[src/rtl/lif_pkg.sv]
// Shared constants and helpers for the leaky integrate-and-fire neuron array.
package lif_pkg;

  localparam logic LIF_RST_ZERO = 1'b0;
  localparam logic LIF_RST_SUB  = 1'b1;

  // Unsigned add of two values already confined to `width` bits, clamped to 2^width-1.
  // Works for any width up to 32.
  function automatic logic [31:0] sat_add(input logic [31:0] a,
                                          input logic [31:0] b,
                                          input int unsigned width);
    logic [32:0] sum;
    logic [32:0] lim;
    sum = {1'b0, a} + {1'b0, b};
    lim = (33'd1 << width) - 33'd1;
    return (sum > lim) ? lim[31:0] : sum[31:0];
  endfunction

endpackage

[src/rtl/lif_array_if.sv]
// Step/current/threshold inputs and spike/state outputs of the neuron array.
interface lif_array_if #(
  parameter int N_NEURONS = 4,
  parameter int WIDTH     = 8
);
  logic                       step;
  logic [N_NEURONS*WIDTH-1:0] current;
  logic                       thr_wr;
  logic [WIDTH-1:0]           thr_data;
  logic                       reset_mode;
  logic [N_NEURONS-1:0]       spike;
  logic [N_NEURONS*WIDTH-1:0] state;
  logic                       spike_any;

  modport master (
    output step, current, thr_wr, thr_data, reset_mode,
    input  spike, state, spike_any
  );

  modport slave (
    input  step, current, thr_wr, thr_data, reset_mode,
    output spike, state, spike_any
  );
endinterface

[src/rtl/lif_neuron.sv]
// One LIF channel: leak, saturating integrate, threshold compare, post-spike reset, refractory.
module lif_neuron
  import lif_pkg::*;
#(
  parameter int WIDTH        = 8,
  parameter int LEAK_SHIFT   = 1,
  parameter int REFRAC_STEPS = 2
) (
  input  logic             clk,
  input  logic             rst_n,
  input  logic             step,
  input  logic [WIDTH-1:0] current,
  input  logic [WIDTH-1:0] threshold,
  input  logic             reset_mode,
  output logic [WIDTH-1:0] state,
  output logic             spike,
  output logic             fire
);

  localparam int RW = (REFRAC_STEPS > 0) ? $clog2(REFRAC_STEPS + 1) : 1;

  logic [WIDTH-1:0] state_q;
  logic [RW-1:0]    refrac_q;
  logic             spike_q;
  logic [WIDTH-1:0] sum;
  logic             refractory;

  always_comb begin
    refractory = (refrac_q != '0);
    sum        = WIDTH'(sat_add(32'(current), 32'(state_q >> LEAK_SHIFT), WIDTH));
    // fire is exported unregistered so the top can register spike_any in the same edge
    fire       = step && !refractory && (sum >= threshold);
  end

  always_ff @(posedge clk or negedge rst_n) begin
    if (!rst_n) begin
      state_q  <= '0;
      refrac_q <= '0;
      spike_q  <= 1'b0;
    end else begin
      spike_q <= fire;
      if (step) begin
        if (refractory) begin
          refrac_q <= refrac_q - RW'(1);
        end else if (fire) begin
          refrac_q <= RW'(REFRAC_STEPS);
          state_q  <= (reset_mode == LIF_RST_SUB) ? (sum - threshold) : '0;
        end else begin
          state_q <= sum;
        end
      end
    end
  end

  assign state = state_q;
  assign spike = spike_q;

endmodule

[src/rtl/lif_array.sv]
// Array of LIF channels sharing a runtime-loadable threshold; also registers spike_any.
module lif_array
  import lif_pkg::*;
#(
  parameter int N_NEURONS         = 4,
  parameter int WIDTH             = 8,
  parameter int LEAK_SHIFT        = 1,
  parameter int REFRAC_STEPS      = 2,
  parameter int DEFAULT_THRESHOLD = 127
) (
  input logic        clk,
  input logic        rst_n,
  lif_array_if.slave bus
);

  logic [WIDTH-1:0]           threshold_q;
  logic                       spike_any_q;
  logic [N_NEURONS-1:0]       fire_v;
  logic [N_NEURONS-1:0]       spike_v;
  logic [N_NEURONS*WIDTH-1:0] state_v;

  // A write coinciding with a step lands at the same edge, so that step still sees the old value.
  always_ff @(posedge clk or negedge rst_n) begin
    if (!rst_n) begin
      threshold_q <= WIDTH'(DEFAULT_THRESHOLD);
      spike_any_q <= 1'b0;
    end else begin
      spike_any_q <= |fire_v;
      if (bus.thr_wr) threshold_q <= bus.thr_data;
    end
  end

  for (genvar i = 0; i < N_NEURONS; i++) begin : g_ch
    lif_neuron #(
      .WIDTH       (WIDTH),
      .LEAK_SHIFT  (LEAK_SHIFT),
      .REFRAC_STEPS(REFRAC_STEPS)
    ) u_neuron (
      .clk        (clk),
      .rst_n      (rst_n),
      .step       (bus.step),
      .current    (bus.current[i*WIDTH +: WIDTH]),
      .threshold  (threshold_q),
      .reset_mode (bus.reset_mode),
      .state      (state_v[i*WIDTH +: WIDTH]),
      .spike      (spike_v[i]),
      .fire       (fire_v[i])
    );
  end

  assign bus.spike     = spike_v;
  assign bus.state     = state_v;
  assign bus.spike_any = spike_any_q;

endmodule

[src/flat_wrapper.sv]
// flat-port wrapper written by rule: the top's interface ports become plain ports
module lif_array_flat import lif_pkg::*;
#(
  parameter int N_NEURONS         = 4,
  parameter int WIDTH             = 8,
  parameter int LEAK_SHIFT        = 1,
  parameter int REFRAC_STEPS      = 2,
  parameter int DEFAULT_THRESHOLD = 127
)
  (clk, rst_n, bus_step, bus_current, bus_thr_wr, bus_thr_data, bus_reset_mode, bus_spike, bus_state, bus_spike_any);
  lif_array_if #(.N_NEURONS(N_NEURONS), .WIDTH(WIDTH)) bus_i ();
  input logic clk;
  input logic rst_n;
  input wire logic [$bits(bus_i.step)-1:0] bus_step;
  input wire logic [$bits(bus_i.current)-1:0] bus_current;
  input wire logic [$bits(bus_i.thr_wr)-1:0] bus_thr_wr;
  input wire logic [$bits(bus_i.thr_data)-1:0] bus_thr_data;
  input wire logic [$bits(bus_i.reset_mode)-1:0] bus_reset_mode;
  output wire logic [$bits(bus_i.spike)-1:0] bus_spike;
  output wire logic [$bits(bus_i.state)-1:0] bus_state;
  output wire logic [$bits(bus_i.spike_any)-1:0] bus_spike_any;
  assign bus_i.step = bus_step;
  assign bus_i.current = bus_current;
  assign bus_i.thr_wr = bus_thr_wr;
  assign bus_i.thr_data = bus_thr_data;
  assign bus_i.reset_mode = bus_reset_mode;
  assign bus_spike = bus_i.spike;
  assign bus_state = bus_i.state;
  assign bus_spike_any = bus_i.spike_any;
  lif_array #(.N_NEURONS(N_NEURONS), .WIDTH(WIDTH), .LEAK_SHIFT(LEAK_SHIFT), .REFRAC_STEPS(REFRAC_STEPS), .DEFAULT_THRESHOLD(DEFAULT_THRESHOLD)) u_core (.clk(clk), .rst_n(rst_n), .bus(bus_i));
endmodule
[config.mk]
export PLATFORM = sky130hd
export DESIGN_NAME = lif_array_flat
export DESIGN_NICKNAME = d
export VERILOG_FILES = /design/src/rtl/lif_pkg.sv /design/src/rtl/lif_array_if.sv /design/src/rtl/lif_neuron.sv /design/src/rtl/lif_array.sv /design/src/flat_wrapper.sv
export SDC_FILE = /design/constraint.sdc
export NUM_CORES = 1
export LEC_CHECK = 0
export BUFFER_PORTS_ARGS = -buffer_cell sky130_fd_sc_hd__buf_2
export CORE_MARGIN = 4
export CORE_UTILIZATION = 46
export DETAILED_ROUTE_END_ITERATION = 16
export MAX_ROUTING_LAYER = met4
export PLACE_DENSITY = 0.76
export SYNTH_ARGS = -nofsm -noshare
export SYNTH_HDL_FRONTEND = slang
export SYNTH_SLANG_ARGS = --single-unit
[constraint.sdc]
create_clock -name clk -period 11.95 [get_ports clk]
set_input_delay 1.195 -clock clk [delete_from_list [all_inputs] [get_ports clk]]
set_output_delay 1.195 -clock clk [all_outputs]
set_load 0.05 [all_outputs]
# After elaboration in Yosys (flattened, before gate mapping)
# Index checks and enable logic that the tools add are counted.
totals:
  ff_bits: 53
  input_bits: 45
  output_inout_bits: 37
  word_cells: 87
op_classes:
  n_addsub: 12
  magnitude_cmp: 8
  mux: 20
  n_bitwise: 4
  reduce_logical: 29
op_table:
  columns: ["cell", "count"]
  rows:
  - ["$mux 8", 12]
  - ["$add 8x7->9", 4]
  - ["$gt 9x8->1 const B", 4]
  - ["$ge 8x8->1", 4]
  - ["$sub 8x8->8", 4]
  - ["$mux 2", 8]
  - ["$reduce_and 2->1", 8]
  - ["$reduce_bool 2->1", 8]
  - ["$logic_and 1x1->1", 8]
  - ["$sub 2x1->2 const B", 4]
  - ["$logic_not 1->1", 4]
  - ["$not 1->1", 4]
  - ["$reduce_or 4->1", 1]

# Logic depth before layout (Yosys ltp)
depth:
  ltp_word: 7
  depth_mapped: 15

# Modules after synthesis
# From an unflattened synthesis, not the netlist that was laid out.
hier_totals:
  cells_unflattened: 672
  hier_area_um2: 5641.7
modules_own_cells:
  columns: ["mod", "n_inst", "cells_per_inst", "area_per_inst_um2", "seq_area_each_um2"]
  rows:
  - ["lif_neuron (u_core.g_ch[0].u_neuron ...)", 3, 165, 1335.0, 275.3]
  - ["lif_neuron (u_core.g_ch[1].u_neuron)", 1, 158, 1300.0, 275.3]
  - ["lif_array", 1, 19, 336.6, 234.0]

# Worst setup path before layout
# Ideal clock, no wire load.
synth_timing:
  path_type: "input to register"
  start: "input bus_current[24]"
  end: "register u_core.g_ch[3].u_neuron.refrac_q[0]"
  setup_ns: 0.125
  t_arrival_ns: 4.485
  slack_ns: 7.341
  cell_stages: 14
  path_cell_list: "ha_1 > fa_1 > a211oi_1 > o21ai_0 > o2111ai_1 > nor2b_1 > ha_1 > fa_1 > nor2b_1 > o31a_1 > o31a_1 > o41a_1 > o21ai_1 > mux2_2"
synth_via:
  elab_chain_cells: 7
synth_rtl:
  columns: ["element", "line_no", "text"]
  rows:
  - ["start, declared", "flat_wrapper.sv:15", "input wire logic [$bits(bus_i.current)-1:0] bus_current;"]
  - ["$add 8x7->9 *", "lif_pkg.sv:14", "sum = {1'b0, a} + {1'b0, b};"]
  - ["$gt 9x8->1", "lif_pkg.sv:16", "return (sum > lim) ? lim[31:0] : sum[31:0];"]
  - ["$mux 8 *", "lif_pkg.sv:16", null]
  - ["$ge 8x8->1 *", "lif_neuron.sv:32", "fire = step && !refractory && (sum >= threshold);"]
  - ["$logic_and 1x1->1 *", "lif_neuron.sv:32", null]
  - ["$reduce_bool 2->1 (no source line) *", null, null]
  - ["$reduce_and 2->1 (no source line) *", null, null]
  - ["end signal, assigned", "lif_neuron.sv:44", "refrac_q <= refrac_q - RW'(1);"]
  - ["end signal, assigned", "lif_neuron.sv:46", "refrac_q <= RW'(REFRAC_STEPS);"]
  - ["end, declared", "lif_neuron.sv:23", "logic [RW-1:0] refrac_q;"]
# Mark *: on every way between the ends. The rest lies on a longest branch, timed or not.
# A chain may end at the register's enable or synchronous reset.

# Final worst setup path
layout_timing:
  start: "input bus_current[0]"
  end: "register u_core.g_ch[0].u_neuron.refrac_q[0]"
layout_via:
  elab_chain_cells: 7
layout_rtl:
  columns: ["element", "line_no"]
  rows:
  - ["$add 8x7->9 *", "lif_pkg.sv:14"]
  - ["$gt 9x8->1", "lif_pkg.sv:16"]
  - ["$mux 8 *", "lif_pkg.sv:16"]
  - ["$ge 8x8->1 *", "lif_neuron.sv:32"]
  - ["$logic_and 1x1->1 *", "lif_neuron.sv:32"]
  - ["$reduce_bool 2->1 (no source line) *", null]
  - ["$reduce_and 2->1 (no source line) *", null]
  - ["end signal, assigned", "lif_neuron.sv:44"]
  - ["end signal, assigned", "lif_neuron.sv:46"]
  - ["end, declared", "lif_neuron.sv:23"]
# Marks and branches as above.

==> metrics.txt <==
iteration count of the initial detailed-routing pass 5; starting utilization of the core area 0.474; Synth Net Count 722; largest net degree at the start of global routing 54; r2r endpoint u_core.g_ch[3].u_neuron.refrac_q[0]; maxcap violations 0; CP peak stage delay 0.70 ns; post-cts resize count 0; Max Fclk 196 MHz; number of enable-type register cells in the synthesized netlist 0; post-CTS setup buffer count 0; sequential fraction of the synthesis area 0.258; first-iteration detailed-routing DRC count 283; setup repair after global routing missed its margin no; Num CTS Buffers 5; quantity of hold-fixing buffers added after cts 0; source-to-sink clock delay at the later pin of the worst-skew pair 0.29 ns; Max transition margin 0.380; number of hold violations in the final report 0; Buf/Inv on CP 1; post-CTS clock slew at the launch and capture registers of the worst setup and hold paths 0.07 ns; summed instance area of the synthesized netlist 5180 µm²; clock tree buffer depth 2; deepest level of the CTS H-tree 2; result of the run completed; width of the die 114 µm; Detail Route Antenna Nets 0; Chip Height 114 µm; root buf cell clkbuf_16; Area growth syn-to-layout 12.5%; Post-layout nets 795; Max Transition Viols Final 0; critical setup path kind input pin to flip-flop; # setup viols final 0; vias in the first global route 4837; routed length per instance 16.3 µm; critical-path cell list buf_2 -> ha_1 -> fa_1 -> a211oi_1 -> o21ai_0 -> nand3_1 -> nand2_1 -> ha_1 -> nor2b_1 -> o31a_1 -> o31a_1 -> o22ai_1 -> a21boi_0 -> mux2_2; cell type of the slowest stage on the worst timing path o22ai_1; Min Clock Period, post-route 5.11 ns; fraction of registers with async set/reset 1.00; Routability Congestion 0.933; FP Rows 38; post-synthesis cell count 601; share of post-route cells with drive strength above 1 0.170; required time worst endpoint 12.13 ns; startpoint type of the worst setup path input pin; total clock sinks 53; Least-Margin Pin Slew 0.929 ns; Worst Hold Class flip-flop to flip-flop; crit path launch bus_current[0]; number of port buffers 81; Critical Path Fanout Max 11; R2R depth 14; Avg Inst Size Synth 8.62 µm²; via count of the routed design 4759; WHS Endpoint u_core.g_ch[3].u_neuron.state[0]; Via-to-Cell Ratio 5.84; register bit count reported by yosys 53; number of warning messages in the yosys log 0; final routed DRC violation total 0; post-DP HPWL 10500 µm; Most used DFF post-synth dfrtp_1; Final period util 0.428; wire length of the first global-routing pass 22800 µm; total core area 10900 µm²; kind of capture point of the worst setup path flip-flop; worst hold path depth 2; RR Startpoint u_core.g_ch[3].u_neuron.state[1]; final wirelength 13300 µm; total congestion overflow after global routing 0; global routing usage summed across all routing layers 0.217; reg2reg setup slack 7.40 ns; largest clock skew in the final design 0.00637 ns; number of ports placed on the die boundary 82; Hold Startpoint u_core.g_ch[3].u_neuron.state[0]; family with the most delay on the worst path compound AO/OA/AOI/OAI gates; number of unique standard cell types used by synthesis 65; Post-Route Utilization 0.533; number of antenna violations at the first check in global routing 0; setup total negative slack 0 ns; number of inserted diodes 0; crit path DAT 5.29 ns; CTS tree yes; Die ar. 13000 µm²
==> how the worst max path moves through the flow <==
stage                     depth (start not counted)                             endpoint  slack (ns)
after global placement                           14  u_core.g_ch[0].u_neuron.refrac_q[0]        6.74
after floorplan                                  14  u_core.g_ch[3].u_neuron.refrac_q[0]        7.34
after global routing                             14  u_core.g_ch[0].u_neuron.refrac_q[0]        6.46
final                                            14  u_core.g_ch[0].u_neuron.refrac_q[0]        6.84
after detailed placement                         14  u_core.g_ch[0].u_neuron.refrac_q[0]        6.57
after CTS                                        14  u_core.g_ch[0].u_neuron.refrac_q[0]        6.87
==> metrics by stage <==
stage / area, µm² / hold slack (ns) / std cells / setup slack, ns
2_1_floorplan: 5180 / 0.479 / 601 / 7.34
3_3_place_gp: 5680 / 0.469 / 807 / 6.74
3_5_place_dp: 5680 / 0.478 / 807 / 6.57
4_1_cts: 5830 / 0.499 / 815 / 6.87
5_1_grt: 5830 / 0.528 / 815 / 6.46
6_report: 5830 / 0.493 / 815 / 6.84
==> layer usage <==
layer  vias up  GRT usage  wire length [µm]
met5         -          -                 0
met4         0     0.0491               224
met3        19     0.0291               653
met2       121      0.370              6550
met1      2246      0.275              5850
li1       2373          -                 -
==> logic make-up after synthesis <==
kind of cell    after synthesis  synth area share
compound gates              207             0.264
xor+xnor                     18            0.0304
fa+ha+maj                    76             0.195
buf+inv                      49            0.0401
flops                        53             0.258
mux                          23            0.0469
simple gates                175             0.166
==> registers in the layout (all words and copies together), names as in the netlist <==
name and count:
u_core.g_ch.u_neuron.state 32, u_core.bus.spike_any 1, u_core.threshold_q 8, u_core.g_ch.u_neuron.spike 4
u_core.g_ch.u_neuron.refrac_q 8
==> Yosys cell counts (3+ instances only) <==
cell | count | area [µm²]
and3_1 | 3 | 18.8
dfrtp_1 | 46 | 1150
fa_1 | 8 | 160
a221o_1 | 5 | 50.1
nand2b_1 | 8 | 50.1
nand2_1 | 42 | 158
xor2_1 | 7 | 61.3
mux2_2 | 6 | 67.6
nor2b_1 | 15 | 93.8
a211oi_1 | 18 | 135
a21o_1 | 16 | 120
clkbuf_1 | 10 | 37.5
a31oi_1 | 7 | 43.8
nand4_1 | 4 | 25.0
inv_1 | 33 | 124
nand3_1 | 14 | 70.1
o21a_1 | 16 | 120
xnor2_1 | 11 | 96.3
and2_1 | 5 | 31.3
o31a_1 | 11 | 96.3
buf_4 | 4 | 30.0
or3_1 | 8 | 50.1
nor2_1 | 45 | 169
or2_2 | 6 | 37.5
o21bai_1 | 12 | 90.1
ha_1 | 68 | 851
dfstp_2 | 7 | 184
mux2i_1 | 16 | 160
o21ai_0 | 57 | 285
a21oi_1 | 37 | 185
nor3_1 | 13 | 65.1
==> final cells by class <==
class	count	area, µm²
multi-input cells	499	3640
well taps	140	175
repair buffers	82	413
fillers	1020	5110
clock inverters	3	17.5
flip-flops and latches	53	1340
clock buffers	5	125
inverters	33	124
==> layout by cell type, fill, tap and decap left out, drive strengths merged, types with 11 or more instances in the layout <==
cell,synthesis,routed
buf,6,82
ha,68,68
o21ai,59,59
dfrtp,46,46
nor2,45,45
nand2,42,42
a21oi,37,37
inv,33,33
a211oi,18,18
mux2i,16,16
o21a,16,16
a21o,16,16
nor2b,15,15
nand3,14,14
nor3,13,13
o21bai,12,12
xnor2,11,11
o31a,11,11
==> worst reg2reg max path, stage by stage (launching register included) <==
cell       delay (ns)
dfrtp_1          0.42
ha_1             0.25
fa_1             0.43
a211oi_1         0.37
o21ai_0          0.17
o2111ai_1        0.22
nor2b_1          0.25
ha_1             0.22
fa_1             0.20
nor2b_1          0.08
o31a_1           0.28
o31a_1           0.28
o41a_1           0.60
o21ai_1          0.29
mux2_2           0.36
Power is left out: the tool's default activity adds up to more than one toggle a clock period on the data nets, which glitch-free logic cannot reach.
